--- src/rtl/spi_arbitro_transacciones_if.sv ---
// Signal bundle between the bus-side requesters, the SPI transaction arbiter
// and the SPI register ports. Per-requester fields are packed, requester k at slice k.
interface spi_arbitro_transacciones_if #(
    parameter int NREQ = 2
);
    logic [NREQ-1:0]      req_i;
    logic [NREQ-1:0]      gnt_o;
    logic [NREQ-1:0]      start_i;
    logic [NREQ*9-1:0]    n_tx_i;
    logic [NREQ-1:0]      all0_i;
    logic [NREQ-1:0]      all1_i;
    logic [NREQ-1:0]      keep_cs_i;
    logic [NREQ-1:0]      dat_we_i;
    logic [NREQ*10-1:0]   dat_addr_i;
    logic [NREQ*32-1:0]   dat_wdata_i;
    logic [31:0]          dat_rdata_o;
    logic [NREQ-1:0]      done_o;
    logic [NREQ-1:0]      err_o;
    logic [9:0]           rx_count_o;
    logic [31:0]          spi_ctrl_i;
    logic [31:0]          spi_data_i;
    logic                 spi_we_ctrl_o;
    logic [31:0]          spi_ctrl_o;
    logic                 spi_we_data_o;
    logic [9:0]           spi_addr_o;
    logic [31:0]          spi_data_o;

    modport master (
        output req_i, start_i, n_tx_i, all0_i, all1_i, keep_cs_i,
               dat_we_i, dat_addr_i, dat_wdata_i, spi_ctrl_i, spi_data_i,
        input  gnt_o, dat_rdata_o, done_o, err_o, rx_count_o,
               spi_we_ctrl_o, spi_ctrl_o, spi_we_data_o, spi_addr_o, spi_data_o
    );

    modport slave (
        input  req_i, start_i, n_tx_i, all0_i, all1_i, keep_cs_i,
               dat_we_i, dat_addr_i, dat_wdata_i, spi_ctrl_i, spi_data_i,
        output gnt_o, dat_rdata_o, done_o, err_o, rx_count_o,
               spi_we_ctrl_o, spi_ctrl_o, spi_we_data_o, spi_addr_o, spi_data_o
    );
endinterface

--- src/rtl/spi_arbitro_transacciones.sv ---
// Round-robin arbiter sharing one SPI peripheral between NREQ requesters: the
// granted requester owns the data buffer, launches transfers and gets done/err.
module spi_arbitro_transacciones #(
    parameter int NREQ        = 2,
    parameter int TIMEOUT_CYC = 500000,
    parameter int SETTLE_CYC  = 2
) (
    input  logic                       clk_i,
    input  logic                       rst_i,
    spi_arbitro_transacciones_if.slave bus
);
    localparam int IW = (NREQ > 1) ? $clog2(NREQ) : 1;
    localparam int TW = $clog2(TIMEOUT_CYC + 1);

    typedef enum logic [2:0] {
        ST_IDLE    = 3'd0,
        ST_LOAD    = 3'd1,
        ST_LAUNCH  = 3'd2,
        ST_BUSY    = 3'd3,
        ST_FIN     = 3'd4,
        ST_ABORT   = 3'd5,
        ST_RELEASE = 3'd6
    } state_t;

    state_t          state_r;
    state_t          state_s;
    logic [NREQ-1:0] gnt_r;
    logic [IW-1:0]   gidx_r;
    logic [IW-1:0]   rr_r;
    logic            cs_held_r;
    logic [TW-1:0]   timer_r;
    logic [9:0]      rx_count_r;

    logic [IW-1:0]   pick_idx_s;
    logic            pick_found_s;
    logic [IW-1:0]   rr_next_s;
    logic            gnt_any_s;
    logic            req_g_s;
    logic            start_g_s;
    logic            keep_cs_g_s;
    logic            all0_g_s;
    logic            all1_g_s;
    logic            dat_we_g_s;
    logic [8:0]      n_tx_g_s;
    logic            poll_s;
    logic            timeout_s;
    logic            spi_we_ctrl_s;
    logic [31:0]     spi_ctrl_s;
    logic            unused_ctrl_bits_s;

    assign req_g_s     = bus.req_i[gidx_r];
    assign start_g_s   = bus.start_i[gidx_r];
    assign keep_cs_g_s = bus.keep_cs_i[gidx_r];
    assign all0_g_s    = bus.all0_i[gidx_r];
    assign all1_g_s    = bus.all1_i[gidx_r];
    assign dat_we_g_s  = bus.dat_we_i[gidx_r];
    assign n_tx_g_s    = bus.n_tx_i[int'(gidx_r)*9 +: 9];
    assign gnt_any_s   = |gnt_r;

    // The send bit is only trusted once the launch write has had time to land.
    assign poll_s    = (timer_r >= TW'(SETTLE_CYC));
    assign timeout_s = (timer_r == TW'(TIMEOUT_CYC - 1));
    assign rr_next_s = (gidx_r == IW'(NREQ - 1)) ? {IW{1'b0}} : gidx_r + IW'(1'b1);

    assign unused_ctrl_bits_s = ^{bus.spi_ctrl_i[31:26], bus.spi_ctrl_i[15:1]};

    // Round-robin pick: first requesting index at or after the rr pointer.
    always_comb begin
        pick_found_s = 1'b0;
        pick_idx_s   = rr_r;
        for (int k = 0; k < NREQ; k++) begin
            if (!pick_found_s && bus.req_i[(int'(rr_r) + k) % NREQ]) begin
                pick_found_s = 1'b1;
                pick_idx_s   = IW'((int'(rr_r) + k) % NREQ);
            end else begin
                pick_found_s = pick_found_s;
            end
        end
    end

    // Session FSM: next state and SPI control-register write strobe/value.
    always_comb begin
        state_s       = state_r;
        spi_we_ctrl_s = 1'b0;
        spi_ctrl_s    = 32'h0000_0000;
        case (state_r)
            ST_IDLE: begin
                if (pick_found_s) begin
                    state_s = ST_LOAD;
                end else begin
                    state_s = ST_IDLE;
                end
            end
            ST_LOAD: begin
                // A dropped request beats a simultaneous start pulse.
                if (!req_g_s) begin
                    if (cs_held_r) begin
                        state_s = ST_RELEASE;
                    end else begin
                        state_s = ST_IDLE;
                    end
                end else if (start_g_s) begin
                    state_s = ST_LAUNCH;
                end else begin
                    state_s = ST_LOAD;
                end
            end
            ST_LAUNCH: begin
                state_s       = ST_BUSY;
                spi_we_ctrl_s = 1'b1;
                spi_ctrl_s    = {19'h0_0000, n_tx_g_s, all0_g_s, all1_g_s, 1'b1, 1'b1};
            end
            ST_BUSY: begin
                if (poll_s && !bus.spi_ctrl_i[0]) begin
                    state_s = ST_FIN;
                end else if (timeout_s) begin
                    state_s = ST_ABORT;
                end else begin
                    state_s = ST_BUSY;
                end
            end
            ST_FIN: begin
                state_s       = ST_LOAD;
                spi_we_ctrl_s = !keep_cs_g_s;
            end
            ST_ABORT: begin
                state_s       = ST_LOAD;
                spi_we_ctrl_s = 1'b1;
            end
            ST_RELEASE: begin
                state_s       = ST_IDLE;
                spi_we_ctrl_s = 1'b1;
            end
            default: begin
                state_s = ST_IDLE;
            end
        endcase
    end

    // State register, grant/rr bookkeeping, CS tracking, BUSY timer and rx count.
    always_ff @(posedge clk_i or negedge rst_i) begin
        if (!rst_i) begin
            state_r    <= ST_IDLE;
            gnt_r      <= {NREQ{1'b0}};
            gidx_r     <= {IW{1'b0}};
            rr_r       <= {IW{1'b0}};
            cs_held_r  <= 1'b0;
            timer_r    <= {TW{1'b0}};
            rx_count_r <= 10'd0;
        end else begin
            state_r <= state_s;
            timer_r <= (state_r == ST_BUSY) ? timer_r + TW'(1'b1) : {TW{1'b0}};
            case (state_r)
                ST_IDLE: begin
                    if (pick_found_s) begin
                        gidx_r <= pick_idx_s;
                        gnt_r  <= {{(NREQ-1){1'b0}}, 1'b1} << pick_idx_s;
                    end
                end
                ST_LOAD: begin
                    if (!req_g_s) begin
                        gnt_r <= {NREQ{1'b0}};
                        rr_r  <= rr_next_s;
                    end
                end
                ST_LAUNCH: begin
                    cs_held_r <= 1'b1;
                end
                ST_FIN: begin
                    rx_count_r <= bus.spi_ctrl_i[25:16];
                    if (!keep_cs_g_s) begin
                        cs_held_r <= 1'b0;
                    end
                end
                ST_ABORT: begin
                    cs_held_r <= 1'b0;
                end
                ST_RELEASE: begin
                    cs_held_r <= 1'b0;
                end
                default: begin
                    cs_held_r <= cs_held_r;
                end
            endcase
        end
    end

    assign bus.gnt_o         = gnt_r;
    assign bus.done_o        = (state_r == ST_FIN)   ? gnt_r : {NREQ{1'b0}};
    assign bus.err_o         = (state_r == ST_ABORT) ? gnt_r : {NREQ{1'b0}};
    assign bus.rx_count_o    = rx_count_r;
    assign bus.spi_we_ctrl_o = spi_we_ctrl_s;
    assign bus.spi_ctrl_o    = spi_ctrl_s;
    // Only the owner's buffer port reaches the SPI, and writes only while loading.
    assign bus.spi_we_data_o = (state_r == ST_LOAD) && dat_we_g_s;
    assign bus.spi_addr_o    = gnt_any_s ? bus.dat_addr_i[int'(gidx_r)*10 +: 10]  : 10'd0;
    assign bus.spi_data_o    = gnt_any_s ? bus.dat_wdata_i[int'(gidx_r)*32 +: 32] : 32'h0000_0000;
    assign bus.dat_rdata_o   = gnt_any_s ? bus.spi_data_i : 32'h0000_0000;

endmodule

--- src/flat_wrapper.sv ---
// flat-port wrapper written by rule: the top's interface ports become plain ports
module spi_arbitro_transacciones_flat 
#(
    parameter int NREQ        = 2,
    parameter int TIMEOUT_CYC = 500000,
    parameter int SETTLE_CYC  = 2
)
  (clk_i, rst_i, bus_req_i, bus_start_i, bus_n_tx_i, bus_all0_i, bus_all1_i, bus_keep_cs_i, bus_dat_we_i, bus_dat_addr_i, bus_dat_wdata_i, bus_spi_ctrl_i, bus_spi_data_i, bus_gnt_o, bus_dat_rdata_o, bus_done_o, bus_err_o, bus_rx_count_o, bus_spi_we_ctrl_o, bus_spi_ctrl_o, bus_spi_we_data_o, bus_spi_addr_o, bus_spi_data_o);
  spi_arbitro_transacciones_if #(.NREQ(NREQ)) bus_i ();
  input  logic clk_i;
  input  logic rst_i;
  input wire logic [$bits(bus_i.req_i)-1:0] bus_req_i;
  input wire logic [$bits(bus_i.start_i)-1:0] bus_start_i;
  input wire logic [$bits(bus_i.n_tx_i)-1:0] bus_n_tx_i;
  input wire logic [$bits(bus_i.all0_i)-1:0] bus_all0_i;
  input wire logic [$bits(bus_i.all1_i)-1:0] bus_all1_i;
  input wire logic [$bits(bus_i.keep_cs_i)-1:0] bus_keep_cs_i;
  input wire logic [$bits(bus_i.dat_we_i)-1:0] bus_dat_we_i;
  input wire logic [$bits(bus_i.dat_addr_i)-1:0] bus_dat_addr_i;
  input wire logic [$bits(bus_i.dat_wdata_i)-1:0] bus_dat_wdata_i;
  input wire logic [$bits(bus_i.spi_ctrl_i)-1:0] bus_spi_ctrl_i;
  input wire logic [$bits(bus_i.spi_data_i)-1:0] bus_spi_data_i;
  output wire logic [$bits(bus_i.gnt_o)-1:0] bus_gnt_o;
  output wire logic [$bits(bus_i.dat_rdata_o)-1:0] bus_dat_rdata_o;
  output wire logic [$bits(bus_i.done_o)-1:0] bus_done_o;
  output wire logic [$bits(bus_i.err_o)-1:0] bus_err_o;
  output wire logic [$bits(bus_i.rx_count_o)-1:0] bus_rx_count_o;
  output wire logic [$bits(bus_i.spi_we_ctrl_o)-1:0] bus_spi_we_ctrl_o;
  output wire logic [$bits(bus_i.spi_ctrl_o)-1:0] bus_spi_ctrl_o;
  output wire logic [$bits(bus_i.spi_we_data_o)-1:0] bus_spi_we_data_o;
  output wire logic [$bits(bus_i.spi_addr_o)-1:0] bus_spi_addr_o;
  output wire logic [$bits(bus_i.spi_data_o)-1:0] bus_spi_data_o;
  assign bus_i.req_i = bus_req_i;
  assign bus_i.start_i = bus_start_i;
  assign bus_i.n_tx_i = bus_n_tx_i;
  assign bus_i.all0_i = bus_all0_i;
  assign bus_i.all1_i = bus_all1_i;
  assign bus_i.keep_cs_i = bus_keep_cs_i;
  assign bus_i.dat_we_i = bus_dat_we_i;
  assign bus_i.dat_addr_i = bus_dat_addr_i;
  assign bus_i.dat_wdata_i = bus_dat_wdata_i;
  assign bus_i.spi_ctrl_i = bus_spi_ctrl_i;
  assign bus_i.spi_data_i = bus_spi_data_i;
  assign bus_gnt_o = bus_i.gnt_o;
  assign bus_dat_rdata_o = bus_i.dat_rdata_o;
  assign bus_done_o = bus_i.done_o;
  assign bus_err_o = bus_i.err_o;
  assign bus_rx_count_o = bus_i.rx_count_o;
  assign bus_spi_we_ctrl_o = bus_i.spi_we_ctrl_o;
  assign bus_spi_ctrl_o = bus_i.spi_ctrl_o;
  assign bus_spi_we_data_o = bus_i.spi_we_data_o;
  assign bus_spi_addr_o = bus_i.spi_addr_o;
  assign bus_spi_data_o = bus_i.spi_data_o;
  spi_arbitro_transacciones #(.NREQ(NREQ), .TIMEOUT_CYC(TIMEOUT_CYC), .SETTLE_CYC(SETTLE_CYC)) u_core (.clk_i(clk_i), .rst_i(rst_i), .bus(bus_i));
endmodule
--- config.mk ---
export PLATFORM = sky130hd
export DESIGN_NAME = spi_arbitro_transacciones_flat
export DESIGN_NICKNAME = d
export VERILOG_FILES = /design/src/rtl/spi_arbitro_transacciones_if.sv /design/src/rtl/spi_arbitro_transacciones.sv /design/src/flat_wrapper.sv
export SDC_FILE = /design/constraint.sdc
export NUM_CORES = 1
export LEC_CHECK = 0
export CORE_AREA = 3 3 117 119
export CTS_CLUSTER_SIZE = 28
export DETAILED_ROUTE_END_ITERATION = 16
export DIE_AREA = 0 0 120 122
export HOLD_SLACK_MARGIN = 0.06
export PLACE_DENSITY = 0.76
export RECOVER_POWER = 25
export SKIP_CTS_REPAIR_TIMING = 1
export SLEW_MARGIN = 10
export SYNTH_ARGS = -nofsm -noshare
export SYNTH_HDL_FRONTEND = slang
export SYNTH_SLANG_ARGS = --single-unit
--- constraint.sdc ---
create_clock -name clk_i -period 2.9 [get_ports clk_i]
set_clock_uncertainty 0.2 [all_clocks]
set_input_delay 0.58 -clock clk_i [delete_from_list [all_inputs] [get_ports clk_i]]
set_output_delay 0.58 -clock clk_i [all_outputs]
set_load 0.01 [all_outputs]
==> summary.txt <==
Run status
  • Outcome: completed

Critical path
  • Worst Path Arrival: 2.10 ns
  • Crit path cell chain: buf_4 > mux2i_1 > nor2_1 > clkdlybuf4s50_1
  • Startpoint of the worst setup timing path: u_core.gidx_r
  • WP buf/inv: 2
  • FF-to-FF setup slack: 0.64 ns
  • WP data required: 2.12 ns
  • Critical R2R Launch: u_core.timer_r[5]
  • Register-to-Register Path Depth: 4
  • Crit-path max FO: 12
  • Crit-path max cell delay: around 0.60 ns
  • Worst Setup Start Kind: flop
  • RR Endpoint: u_core.state_r[1]
  • CP max-delay cell: clkdlybuf4s50_1
  • Total stage count of the critical path: 4
  • Top delay family on crit path: buffers and inverters
  • Critical Path Sink Type: output pin
  • Critical path class: flop to output pin

Worst hold path
  • Worst hold path type: flop to flop
  • Hold path cells: 1
  • HP Start: u_core.bus.rx_count_o[6]
  • Worst hold endpoint: u_core.bus.rx_count_o[6]

Timing
  • Relative slew slack: about two fifths
  • Slew @ Worst Pin: around 0.89 ns
  • Fin. max-slew vios: 0
  • Min Tclk post-route: 2.88 ns
  • Final setup viols: 0
  • Fmax: around 350 MHz
  • Fin crit share: between 90 and 100%
  • RSZ-0062 raised after global routing: no
  • Fin. Hold Viols: 0

Synthesis
  • Post-Syn Instances: 360
  • Top cells by area, synth: dfrtp_1 (31%), mux2i_1 (19%), nor2_1 (9.6%), nor2b_1 (7.1%), buf_4 (5.0%)
  • Mean area per synthesized cell: 8.36 sq um
  • Post-synthesis sequential area ratio: 30.8%
  • Main synth FF type: dfrtp_1
  • FFs w/ async S/R, synth: 100%
  • Top cell type's share of synthesized area: just over 30%
  • Synthesized flop and latch total: 37
  • Post-synth cell types: 43
  • Syn Std Cell Area: 3010 sq um
  • EDFF count, synth: 0
  • Synth area leader: dfrtp_1
  • Yosys Warn Count: 0

Floorplanning
  • Row count: 41
  • Die Width: 120 um
  • Starting Density: 23.7%
  • Core Footprint: ~13,000 sq um
  • Die area: approximately 15,000 sq um
  • I/O pin total: 304
  • Vert. Die Dim: 122 um

Clock tree
  • CTS tree: yes
  • CTS buffer count: 5
  • Clock Path Buffers: 2
  • Clk_lat worst skew: 0.27 ns
  • H-Tree Level Count: 2
  • Clk slew on worst S/H paths: 0.05 ns
  • CTS sink cnt: 37
  • Root buf cell: clkbuf_16

Power and ir drop
  • Leakage power: 0.00252 uW
  • Power, Total: 4250 uW
  • Max VDD drop: 301 uV
  • Pwr Density: 713 nW/um^2

GRT
  • First-pass GRT wire length: 19,800 um
  • Largest net degree at the start of global routing: 75
  • Vias in the first global route: 3,476
  • GR Util All Layers: 17.9%
  • Initial antenna violation count: 2
  • Grt total ovfl: 0

Finish
  • Synth-to-Final Area Change: 98.0%
  • Finished Cell Area: 5960 sq um
  • Fill cell total of the finished layout: 1,213
  • Net count, final: 796
  • Multi-input gate area: 1920 sq um
  • Storage cell area: 933 sq um
  • Post-layout util: between 40% and 50%
  • Layout cells sized above 1: between 6 and 7%

Detailed routing
  • DRT iter0 DRCs: 182
  • Pre-antenna DRT Iters: 5
  • Vias/cell: about 4.4
  • Drt wl/cell: 17.9 um
  • Detailed-route via count: 3,470
  • Routed WL: 14,100 um
  • ANT nets after route: 0
  • Post-route DRC violation count: 0

Placement
  • DP Area: 5780 sq um
  • Input/output buffers: 263
  • GPL Wtd Cong: 0.838
  • Placed wire-length estimate: 12,300 um

Job
  • Max-Cap Viols: 0
-- routing by layer --
layer,global-route usage (%),up-vias,wire (um)
li1,-,1701,-
met1,22.0,1565,5670
met2,28.2,186,6550
met3,8.31,14,1630
met4,4.72,4,238
met5,0,-,21
-- sequential cells by signal, indices dropped and copies added, names as in the netlist --
register / flops
u_core.bus.rx_count_o: 10
u_core.timer_r: 19
u_core.bus.gnt_o: 2
u_core.gidx_r: 1
u_core.rr_r: 1
u_core.cs_held_r: 1
u_core.state_r: 3
-- stage by stage --
stage	TNS [ns]	hold WS, ns	setup WS, ns	std cells
2_1_floorplan	0	0.0844	0.612	378
3_3_place_gp	-0.0222	0.288	-0.0222	779
3_5_place_dp	0	0.295	0.000314	779
4_1_cts	-0.295	0.306	-0.0924	787
5_1_grt	0	0.317	0.0175	787
6_report	0	0.304	0.0236	788
-- Yosys cell counts (all sizes together), types with 6 or more instances --
library cell,count
clkbuf,15
nor2b,34
dfrtp,37
xor2,6
nand3,9
nand2,13
nor2,77
xnor2,6
mux2i,57
buf,26
mux2,10
o21ai,9
-- cell usage in the layout (no fill, tap or decap), drive strengths merged, types with 6 or more instances in the layout --
master,synthesis,layout
nor2,77,77
nand3,9,9
dfrtp,37,37
o21ai,9,9
xor2,6,6
clkbuf,15,9
nand2,13,13
conb,1,19
mux2i,57,57
xnor2,6,6
mux2,10,10
nor2b,34,34
clkdlybuf4s50,0,259
-- cell families after synthesis --
group | synth area share, %
and+or+nand+nor | 28.3
muxes | 22.7
buffers and inverters | 8.19
DFF | 30.8
AOI/OAI and AO/OA | 5.61
xor gates and xnor gates | 3.49
adders and majority gates | 0.831
other | 0.125
-- worst max path at each step --
stage | to
CTS | bus_spi_ctrl_o[12]
global route | bus_spi_data_o[16]
global placement | bus_spi_we_ctrl_o
finish | bus_spi_data_o[16]
floorplan | bus_spi_addr_o[0]
detailed placement | bus_spi_we_ctrl_o
-- power breakdown --
part	switching, uW	internal [uW]	total (uW)
clock	189	363	552
combinational	1360	1530	2890
sequential	166	640	806
-- cell type report --
| class | instances | area share [%] |
|---|---|---|
| Antenna cell | 1 | 0.0420 |
| Clock buffer | 7 | 2.56 |
| Clock inverter | 1 | 0.0840 |
| Inverter | 4 | 0.252 |
| Multi-Input combinational cell | 296 | 32.3 |
| Sequential cell | 37 | 15.7 |
| Tap cell | 172 | 3.61 |
| Timing Repair Buffer | 270 | 45.5 |
No activity file was read; power rests on OpenSTA's default activity.
